[src/rtl/axis_lockin_cfg_sequencer_pkg.sv]
// Shared types and constants for the lock-in configuration sequencer.
// Holds the state encoding, the config word field offsets and the N2 limit helper.
package lck_seq_pkg;

  typedef enum logic [2:0] {
    ST_IDLE   = 3'd0,
    ST_APPLY  = 3'd1,
    ST_FLUSH  = 3'd2,
    ST_SETTLE = 3'd3,
    ST_RUN    = 3'd4
  } state_t;

  localparam int DPHASE_LSB = 0;
  localparam int N2_LSB     = 48;
  localparam int N2_W       = 16;

  // Largest N2 the lock-in can honour: window depth exponent plus maximum decimation.
  function automatic int N2_MAX(input int lckBufferLen2, input int decii2Max);
    return lckBufferLen2 + decii2Max;
  endfunction

endpackage

[src/rtl/axis_lockin_cfg_sequencer_if.sv]
// AXI-Stream request channel carrying {N2, dphase} configuration words.
interface axis_lockin_cfg_sequencer_if;
  import lck_seq_pkg::*;

  logic [N2_LSB+N2_W-1:0] tdata;
  logic                   tvalid;
  logic                   tready;

  modport master (output tdata, output tvalid, input tready);
  modport slave  (input tdata, input tvalid, output tready);
endinterface

[src/rtl/axis_lockin_cfg_sequencer_period_counter.sv]
// Counts sample strobes up to 2^eff_n2 and flags the strobe that closes a period.
// The count wraps on period completion so consecutive settle periods reuse it.
module lck_period_counter #(
  parameter int CNT_W = 11,
  parameter int EFF_W = 4
) (
  input  logic             a_clk,
  input  logic             a_reset,
  input  logic             i_clear,
  input  logic             i_enable,
  input  logic             i_strobe,
  input  logic [EFF_W-1:0] i_effN2,
  output logic             o_periodDone
);

  logic [CNT_W-1:0] r_count;
  logic [CNT_W-1:0] w_last;

  assign w_last       = (CNT_W'(1) << i_effN2) - CNT_W'(1);
  assign o_periodDone = i_enable && i_strobe && (r_count == w_last);

  always_ff @(posedge a_clk) begin
    if (a_reset || i_clear) begin
      r_count <= '0;
    end else if (i_enable && i_strobe) begin
      r_count <= o_periodDone ? '0 : r_count + CNT_W'(1);
    end
  end

endmodule

[src/rtl/axis_lockin_cfg_sequencer.sv]
// Accepts DDS/lock-in frequency changes, flushes the correlator for one period,
// discards settle periods, then flags the lock-in outputs as valid.
module axis_lockin_cfg_sequencer
  import lck_seq_pkg::*;
#(
  parameter int LCK_BUFFER_LEN2 = 10,
  parameter int DECII2_MAX      = 16,
  parameter int DPHASE_WIDTH    = 44,
  parameter int SETTLE_W        = 8
) (
  input  logic                        a_clk,
  input  logic                        a_reset,
  axis_lockin_cfg_sequencer_if.slave  S_AXIS_CFG,
  input  logic [SETTLE_W-1:0]         settle_periods,
  input  logic                        sample_strobe,
  output logic [DPHASE_WIDTH-1:0]     M_AXIS_DPHASE_tdata,
  output logic                        M_AXIS_DPHASE_tvalid,
  output logic [N2_W-1:0]             M_AXIS_DDS_N2_tdata,
  output logic                        M_AXIS_DDS_N2_tvalid,
  output logic                        lck_clear,
  output logic                        lck_valid,
  output logic                        cfg_err,
  output logic [2:0]                  state_mon
);

  localparam int CNT_W = LCK_BUFFER_LEN2 + 1;
  localparam int EFF_W = $clog2(LCK_BUFFER_LEN2 + 1);
  localparam logic [N2_W-1:0]   N2_LIMIT  = N2_W'(N2_MAX(LCK_BUFFER_LEN2, DECII2_MAX));
  localparam logic [N2_W-1:0]   EFF_LIMIT = N2_W'(LCK_BUFFER_LEN2);
  localparam logic [SETTLE_W:0] ONE_X     = 1;

  state_t                  r_state, w_nextState;
  logic                    w_ready, w_handshake, w_periodDone, w_clamp, w_lastPeriod;
  logic [N2_W-1:0]         w_n2Req, w_n2c, r_n2c;
  logic [EFF_W-1:0]        w_effN2, r_effN2;
  logic [SETTLE_W-1:0]     r_settle, r_period;
  logic [DPHASE_WIDTH-1:0] r_dphase;
  logic                    r_outValid, r_cfgErr;

  assign w_n2Req     = S_AXIS_CFG.tdata[N2_LSB +: N2_W];
  assign w_clamp     = w_n2Req > N2_LIMIT;
  assign w_n2c       = w_clamp ? N2_LIMIT : w_n2Req;
  assign w_effN2     = (w_n2c > EFF_LIMIT) ? EFF_W'(LCK_BUFFER_LEN2) : w_n2c[EFF_W-1:0];
  assign w_ready     = !a_reset && (r_state == ST_IDLE || r_state == ST_RUN);
  assign w_handshake = S_AXIS_CFG.tvalid && w_ready;
  assign w_lastPeriod = ({1'b0, r_period} + ONE_X) == {1'b0, r_settle};

  assign S_AXIS_CFG.tready    = w_ready;
  assign M_AXIS_DPHASE_tdata  = r_dphase;
  assign M_AXIS_DPHASE_tvalid = r_outValid;
  assign M_AXIS_DDS_N2_tdata  = r_n2c;
  assign M_AXIS_DDS_N2_tvalid = r_outValid;
  assign cfg_err              = r_cfgErr;
  assign state_mon            = r_state;

  if (DPHASE_WIDTH < N2_LSB) begin : g_gap
    logic w_unusedGap;
    assign w_unusedGap = ^S_AXIS_CFG.tdata[N2_LSB-1:DPHASE_WIDTH];
  end

  always_ff @(posedge a_clk) begin
    if (a_reset) r_state <= ST_IDLE;
    else         r_state <= w_nextState;
  end

  always_comb begin
    w_nextState = r_state;
    lck_clear   = 1'b0;
    lck_valid   = 1'b0;
    case (r_state)
      ST_IDLE:   if (w_handshake) w_nextState = ST_APPLY;
      ST_APPLY:  w_nextState = ST_FLUSH;
      ST_FLUSH: begin
        lck_clear = 1'b1;
        if (w_periodDone) w_nextState = (r_settle == '0) ? ST_RUN : ST_SETTLE;
      end
      ST_SETTLE: if (w_periodDone && w_lastPeriod) w_nextState = ST_RUN;
      ST_RUN: begin
        lck_valid = 1'b1;
        if (w_handshake) w_nextState = ST_APPLY;
      end
      default:   w_nextState = ST_IDLE;
    endcase
  end

  // Config is captured on the handshake edge so the DDS sees it during APPLY.
  always_ff @(posedge a_clk) begin
    if (a_reset) begin
      r_dphase   <= '0;
      r_n2c      <= '0;
      r_effN2    <= '0;
      r_settle   <= '0;
      r_outValid <= 1'b0;
      r_cfgErr   <= 1'b0;
    end else if (w_handshake) begin
      r_dphase   <= S_AXIS_CFG.tdata[DPHASE_LSB +: DPHASE_WIDTH];
      r_n2c      <= w_n2c;
      r_effN2    <= w_effN2;
      r_settle   <= settle_periods;
      r_outValid <= 1'b1;
      r_cfgErr   <= w_clamp;
    end
  end

  always_ff @(posedge a_clk) begin
    if (a_reset || (w_nextState != r_state)) r_period <= '0;
    else if (r_state == ST_SETTLE && w_periodDone) r_period <= r_period + SETTLE_W'(1);
  end

  lck_period_counter #(
    .CNT_W (CNT_W),
    .EFF_W (EFF_W)
  ) u_periodCounter (
    .a_clk        (a_clk),
    .a_reset      (a_reset),
    .i_clear      (w_nextState != r_state),
    .i_enable     (r_state == ST_FLUSH || r_state == ST_SETTLE),
    .i_strobe     (sample_strobe),
    .i_effN2      (r_effN2),
    .o_periodDone (w_periodDone)
  );

endmodule
[src/flat_wrapper.sv]
// flat-port wrapper written by rule: the top's interface ports become plain ports
module axis_lockin_cfg_sequencer_flat import lck_seq_pkg::*;
#(
  parameter int LCK_BUFFER_LEN2 = 10,
  parameter int DECII2_MAX      = 16,
  parameter int DPHASE_WIDTH    = 44,
  parameter int SETTLE_W        = 8
)
  (a_clk, a_reset, settle_periods, sample_strobe, M_AXIS_DPHASE_tdata, M_AXIS_DPHASE_tvalid, M_AXIS_DDS_N2_tdata, M_AXIS_DDS_N2_tvalid, lck_clear, lck_valid, cfg_err, state_mon, S_AXIS_CFG_tdata, S_AXIS_CFG_tvalid, S_AXIS_CFG_tready);
  axis_lockin_cfg_sequencer_if S_AXIS_CFG_i ();
  input  logic a_clk;
  input  logic a_reset;
  input  logic [SETTLE_W-1:0] settle_periods;
  input  logic sample_strobe;
  output logic [DPHASE_WIDTH-1:0] M_AXIS_DPHASE_tdata;
  output logic M_AXIS_DPHASE_tvalid;
  output logic [N2_W-1:0] M_AXIS_DDS_N2_tdata;
  output logic M_AXIS_DDS_N2_tvalid;
  output logic lck_clear;
  output logic lck_valid;
  output logic cfg_err;
  output logic [2:0] state_mon;
  input wire logic [$bits(S_AXIS_CFG_i.tdata)-1:0] S_AXIS_CFG_tdata;
  input wire logic [$bits(S_AXIS_CFG_i.tvalid)-1:0] S_AXIS_CFG_tvalid;
  output wire logic [$bits(S_AXIS_CFG_i.tready)-1:0] S_AXIS_CFG_tready;
  assign S_AXIS_CFG_i.tdata = S_AXIS_CFG_tdata;
  assign S_AXIS_CFG_i.tvalid = S_AXIS_CFG_tvalid;
  assign S_AXIS_CFG_tready = S_AXIS_CFG_i.tready;
  axis_lockin_cfg_sequencer #(.LCK_BUFFER_LEN2(LCK_BUFFER_LEN2), .DECII2_MAX(DECII2_MAX), .DPHASE_WIDTH(DPHASE_WIDTH), .SETTLE_W(SETTLE_W)) u_core (.a_clk(a_clk), .a_reset(a_reset), .S_AXIS_CFG(S_AXIS_CFG_i), .settle_periods(settle_periods), .sample_strobe(sample_strobe), .M_AXIS_DPHASE_tdata(M_AXIS_DPHASE_tdata), .M_AXIS_DPHASE_tvalid(M_AXIS_DPHASE_tvalid), .M_AXIS_DDS_N2_tdata(M_AXIS_DDS_N2_tdata), .M_AXIS_DDS_N2_tvalid(M_AXIS_DDS_N2_tvalid), .lck_clear(lck_clear), .lck_valid(lck_valid), .cfg_err(cfg_err), .state_mon(state_mon));
endmodule
[config.mk]
export PLATFORM = sky130hd
export DESIGN_NAME = axis_lockin_cfg_sequencer_flat
export DESIGN_NICKNAME = d
export VERILOG_FILES = /design/src/rtl/axis_lockin_cfg_sequencer_pkg.sv /design/src/rtl/axis_lockin_cfg_sequencer_if.sv /design/src/rtl/axis_lockin_cfg_sequencer_period_counter.sv /design/src/rtl/axis_lockin_cfg_sequencer.sv /design/src/flat_wrapper.sv
export SDC_FILE = /design/constraint.sdc
export NUM_CORES = 1
export LEC_CHECK = 0
export ABC_CLOCK_PERIOD_IN_PS = 4300
export BUFFER_PORTS_ARGS = -buffer_cell sky130_fd_sc_hd__buf_4
export CORE_MARGIN = 10
export CORE_UTILIZATION = 50
export CTS_BUF_LIST = sky130_fd_sc_hd__clkbuf_16
export CTS_CLUSTER_DIAMETER = 120
export DETAILED_ROUTE_END_ITERATION = 7
export HOLD_SLACK_MARGIN = 0.15
export PLACE_DENSITY_LB_ADDON = 0.05
export SETUP_SLACK_MARGIN = 0.1
export SLEW_MARGIN = 40
export SYNTH_ARGS = -nofsm -noshare
export SYNTH_HDL_FRONTEND = slang
export SYNTH_SLANG_ARGS = --single-unit
[constraint.sdc]
create_clock -name a_clk -period 4.3 [get_ports a_clk]
set_input_delay 0.43 -clock a_clk [delete_from_list [all_inputs] [get_ports a_clk]]
set_output_delay 0.43 -clock a_clk [all_outputs]
set_load 0.05 [all_outputs]
======== Yosys cells after proc, flatten, opt, wreduce, memory -nomap -nowiden ========
Cells that the tools add are included.
word-level totals
  register bits after elaboration ......... 96
  bits in latches ......................... 0
  bits in writable memories ............... 0
  bits in read-only memories .............. 0
  bits of input ports ..................... 76
  memories ................................ 0
operators by class
  add/sub/neg operators ................... 4
  multiply operators ...................... 0
  div/mod/pow operators ................... 0
  magnitude comparators ................... 2
  equality and inequality tests ........... 7
  shift operators ......................... 1
  mux-type cells .......................... 10
  bitwise operators ....................... 0
  reductions and logical operators ........ 13
operator list
  operator                                                                           count
  16-bit by 4-bit greater-than comparator with 1-bit output (second input constant)  1
  16-bit by 5-bit greater-than comparator with 1-bit output (second input constant)  1
  16-bit 2-to-1 mux                                                                  1
  3-bit 2-to-1 mux                                                                   4
  3-bit case mux with 4 select lines                                                 1
  11-bit by 1-bit adder with 11-bit output (second input constant)                   1
  11-bit equality test                                                               1
  11-bit 2-to-1 mux                                                                  1
  1-bit by 4-bit << shifter with 11-bit output (first input constant)                1
  11-bit by 2-bit subtractor with 11-bit output (second input constant)              1
  8-bit by 1-bit adder with 9-bit output (second input constant)                     1
  9-bit by 8-bit equality test with 1-bit output                                     1
  8-bit by 1-bit adder with 8-bit output (second input constant)                     1
  8-bit zero test                                                                    1
  3-bit by 2-bit equality test with 1-bit output (second input constant)             2
  1-bit logical AND                                                                  6
  4-bit 2-to-1 mux                                                                   1
  3-bit by 1-bit equality test with 1-bit output (second input constant)             1
  3-bit equality test (second input constant)                                        1
  3-bit zero test                                                                    1
  1-bit logical OR                                                                   3
  3-bit inequality test                                                              1
  1-bit 2-to-1 mux                                                                   2
  2-bit OR reduction                                                                 1
  1-bit zero test                                                                    1

======== Longest topological paths before layout ========
  depth after elaboration ................. 9
  mapped depth ............................ 14

======== Modules after synthesis ========
Synthesis repeated with hierarchy kept, for this count alone.
unflattened totals
  cells, all modules ...................... 539
  area, all modules ....................... 4264.1 sq um
modules (own cells, without submodules)
  module                     times used  cells an instance  area each (sq um)  seq. area each (sq um)
  axis_lockin_cfg_sequencer  1           428                3383.2             1701.6
  lck_period_counter         1           111                880.8              220.2

======== Worst setup path after synthesis ========
OpenSTA, ideal clock, no wires.
  path kind ............................... register -> register
  start ................................... reg u_core.r_effN2[3]
  end ..................................... reg u_core.r_period[7]
  data arrival time ....................... 3.226 ns
  slack ................................... 1.002 ns
  cell stages (with the launch flop) ...... 15
  period minus slack after synthesis ...... 3.298 ns
  cells stage by stage .................... dfxtp_1 > clkbuf_1 > clkbuf_1 > nor3_1 > nand2_1 > ha_1 > clkbuf_1 > xnor2_1 > xnor2_1 > a311o_1 > or2_0 > buf_2 > or4_1 > or3_1 > a21oi_1
between the ends
  cells in the longest elaborated chain, start to end .. 9
ends and longest elaborated chain
  element                                          RTL line                                        RTL
  start: declaration                               axis_lockin_cfg_sequencer.sv:35                 logic [EFF_W-1:0] w_effN2, r_effN2;
  start signal: assignment                         axis_lockin_cfg_sequencer.sv:98                 r_effN2 <= w_effN2;
  1-bit by 4-bit << shifter with 11-bit output *   axis_lockin_cfg_sequencer_period_counter.sv:19  assign w_last = (CNT_W'(1) << i_effN2) - CNT_W'(1);
  11-bit by 2-bit subtractor with 11-bit output *  axis_lockin_cfg_sequencer_period_counter.sv:19
  11-bit equality test *                           axis_lockin_cfg_sequencer_period_counter.sv:20  assign o_periodDone = i_enable && i_strobe && (r_count == w_last);
  1-bit logical AND *                              axis_lockin_cfg_sequencer_period_counter.sv:20
  1-bit logical AND                                axis_lockin_cfg_sequencer.sv:77                 ST_SETTLE: if (w_periodDone && w_lastPeriod) w_nextState = ST_RUN;
  3-bit 2-to-1 mux                                 axis_lockin_cfg_sequencer.sv:77
  3-bit case mux with 4 select lines               axis_lockin_cfg_sequencer.sv:70                 case (r_state)
  3-bit inequality test                            axis_lockin_cfg_sequencer.sv:106                if (a_reset || (w_nextState != r_state)) r_period <= '0;
  1-bit logical OR                                 axis_lockin_cfg_sequencer.sv:106
  end signal: assignment                           axis_lockin_cfg_sequencer.sv:107                else if (r_state == ST_SETTLE && w_periodDone) r_period <= r_period + SETTLE_W'(1);
  end: declaration                                 axis_lockin_cfg_sequencer.sv:36                 logic [SETTLE_W-1:0] r_settle, r_period;
Mark *: on every way between the ends. The rest lies on a longest branch, timed or not.
A chain may end at the register's enable or synchronous reset.

======== Final worst setup path ========
  start ................................... reg u_core.r_effN2[0]
  end ..................................... reg u_core.r_period[7]
The elaborated chain is that of the path after synthesis.

==> metrics <==
HPWL after DPL ~9.1 mm; Vias 4,116; Crit Path Max Fanout 17; Area Growth Syn to Fin 31.4%; mux cell area share after synthesis 0.00233; synth top area cells dfxtp_1, nand2_1, o21ai_0; most frequent cells in the layout buf_4, nand2_1, dfxtp_1; post_cts resized 0; status finished clean; CTS tree done; crit path DAT just under 4 ns; min Tclk post-route ~3.6 ns; commonest non-fill, non-tap cell in the layout buf_4; Data required, critical path roughly 4.6 ns; Core Util, Final 0.681; register share of total power 0.449; critical path's slowest cell or4_4; antenna violations before repair 0; Synth Area in Adders 0.00873; post-synthesis instance area 4300 µm²; Synthesized Nets just over 600; Register Area around 1900 µm²; starting density of the core 0.518; htree depth 3; Clock Power Share 0.351; sequential cell area fraction in the yosys report 0.447; Synth Warn # 0; CTS buffer count 9; Top FF cell, synth dfxtp_1; CP peak stage delay 0.58 ns; number of synthesized flops with an enable pin 0; Crit. End Element flip-flop; Die Y between 100 and 150 µm; Routed wire per std cell 15.9 µm; router iterations before antenna repair 5; worst hold start S_AXIS_CFG_tdata[5]; Synth Area in Simple Gates 0.281; Core Footprint just over 8000 µm²; max-cap violations 0; RSZ-0062 raised after global routing no; Die Area roughly 13,000 µm²; Initial DRC Count roughly 210; Slew HR 0.499; GP Congestion 0.830; Pint 1490 µW; first-pass GRT wire length between 20 and 25 mm; complex-gate fraction of the synthesized area 0.161; Overall Power roughly 2200 µW; # nets final between 700 and 800; clock sink total 96; Worst Skew 0.00610 ns; io pins between 100 and 150; most frequent CP cell xnor2_1; FILL cells 699; Reg2Reg Launch Point u_core.r_effN2[0]$_SDFFE_PP0P_; worst-case reg-to-reg path depth 9; Worst-path clk slew about 0.07 ns; PwrDens ~380 nW/µm²; sw power about 670 µW; Syn Area/Cell between 7 and 8 µm²; drt via density ~5.4; leak pwr approximately 0.0024 µW; Hold EP u_core.M_AXIS_DPHASE_tdata[5]$_SDFFE_PP0P_; root cell of the clock tree clkbuf_16; worst hold path class in2reg; total track usage 0.189; Longest Clk Path Bufs 2; Gate Count Post-Synth between 500 and 600; Final Hold Fails 0; Die Width 113 µm; Slew @ Worst Pin roughly 0.75 ns; Synth Area in XOR/XNOR 0.0611; fin crit share 0.840; hold_buf cts 0; Max VDD drop ~0.00023 V; Site Rows 33; port bufs 140; R2R setup slack about 0.7 ns; Netlist cell types 56; largest area contributor in the netlist dfxtp_1; FMAX about 280 MHz; worst-path cell chain or4_4 > ha_1 > xnor2_1 > xnor2_1 > a311o_1 > or2_0 > or4_1 > or3_1 > a21oi_1; total negative setup slack 0 ns; combinational share of power 0.200; largest net degree at the start of global routing 72; Startpoint Class flip-flop; share of cells above drive strength 1 0.248; GR Overflow Total 0; final max-slew violation count 0; main combinational cell family by area after synthesis simple AND/OR/NAND/NOR gates; end of the worst register-to-register path u_core.r_period[7]$_SDFFE_PP0P_; Routed Antenna Nets 0; worst hold stages 3; DRC Markers 0; diodes inserted 0; Synth top area share 0.447; vias in the first global route ~4,000; Final Setup Violations 0; Post-CTS Setup Repair Bufs 0; Multi-input gate area ~2200 µm²; aggregate routed wire length about 12 mm; Skew-Pair Late Insertion Delay about 0.34 ns; Crit Path Class reg2reg; Sw Share 0.311; flop and latch count out of synthesis 96; ys async rst share 0
## routing by layer
layer  vias up  routed length, µm  GRT usage
met5         -                  0          0
met4         0                128     0.0431
met3        11               1300      0.104
met2       115               5750      0.291
met1      1893               5080      0.226
li1       2097                  -          -
## Yosys cell counts, drive strengths merged (2+ instances only)
cell type / number
a211o: 3
a211oi: 2
a21o: 2
a21oi: 16
a22oi: 5
and2: 5
and3: 14
buf: 8
clkbuf: 28
dfxtp: 96
ha: 3
inv: 4
nand2: 125
nand2b: 6
nand3: 15
nand4: 4
nand4b: 4
nor2: 38
nor2b: 5
nor3: 10
nor3b: 2
nor4: 8
nor4b: 4
o211a: 4
o211ai: 2
o21ai: 65
o311a: 2
or2: 2
or3: 5
or4: 4
xnor2: 18
xor2: 12
## logic make-up after synthesis
family | count (synthesis)
and+or+nand+nor | 256
AOI/OAI and AO/OA | 113
DFF | 96
buffers and inverters | 40
xor gates and xnor gates | 30
adders and majority gates | 3
muxes | 1
## power groups by stage
| stage | Combinational (µW) | Sequential, µW | Clock [µW] |
|---|---|---|---|
| after floorplan | 153 | 1110 | 0 |
| after global placement | 429 | 988 | 0 |
| after detailed placement | 437 | 990 | 0 |
| after CTS | 437 | 971 | 769 |
| after global routing | 468 | 978 | 818 |
| final | 433 | 971 | 759 |
## critical path, delay by kind of cell (launching register included)
family | cells | cell delay, ns
AND/OR/NAND/NOR | 4 | 1.81
AO/OA/AOI/OAI | 2 | 0.47
XOR/XNOR | 2 | 0.38
flip-flops | 1 | 0.46
adder cells (fa/ha/maj) | 1 | 0.42
## worst max path at each step
stage	start	to	slack, ns	cells past startpoint
after floorplan	u_core.r_effN2[3]$_SDFFE_PP0P_	u_core.r_period[7]$_SDFFE_PP0P_	1.00	14
after global placement	u_core.r_effN2[0]$_SDFFE_PP0P_	u_core.r_period[7]$_SDFFE_PP0P_	0.79	9
after detailed placement	u_core.r_effN2[0]$_SDFFE_PP0P_	u_core.r_period[7]$_SDFFE_PP0P_	0.71	9
after CTS	u_core.r_effN2[0]$_SDFFE_PP0P_	u_core.r_period[7]$_SDFFE_PP0P_	0.69	9
after global routing	u_core.r_effN2[2]$_SDFFE_PP0P_	u_core.r_period[7]$_SDFFE_PP0P_	0.47	10
final	u_core.r_effN2[0]$_SDFFE_PP0P_	u_core.r_period[7]$_SDFFE_PP0P_	0.69	9
## layout make-up
class / count / share of cell area
clock buffer: 9 / 0.0399
clock inverter: 7 / 0.00953
inverter: 4 / 0.00266
multi-input combinational: 403 / 0.392
sequential: 96 / 0.340
tap: 105 / 0.0233
timing repair buffer: 145 / 0.193
## flip-flops by register name, indices dropped and copies added, names as in the netlist
name / count
u_core.M_AXIS_DPHASE_tdata: 44
u_core.M_AXIS_DDS_N2_tdata: 16
u_core.u_periodCounter.r_count: 11
u_core.r_period: 8
u_core.r_settle: 8
u_core.r_effN2: 4
u_core.state_mon: 3
u_core.M_AXIS_DDS_N2_tvalid: 1
u_core.cfg_err: 1
## metrics by stage
stage          hold slack, ns  cells  setup WS (ns)  area, µm²
2_1_floorplan           0.461    539           1.00       4300
3_5_place_dp            0.450    753          0.713       5370
3_3_place_gp            0.444    753          0.792       5370
6_report                0.275    769          0.689       5650
4_1_cts                 0.270    769          0.694       5650
5_1_grt                 0.277    769          0.465       5650
No activity file was read; power rests on OpenSTA's default activity.
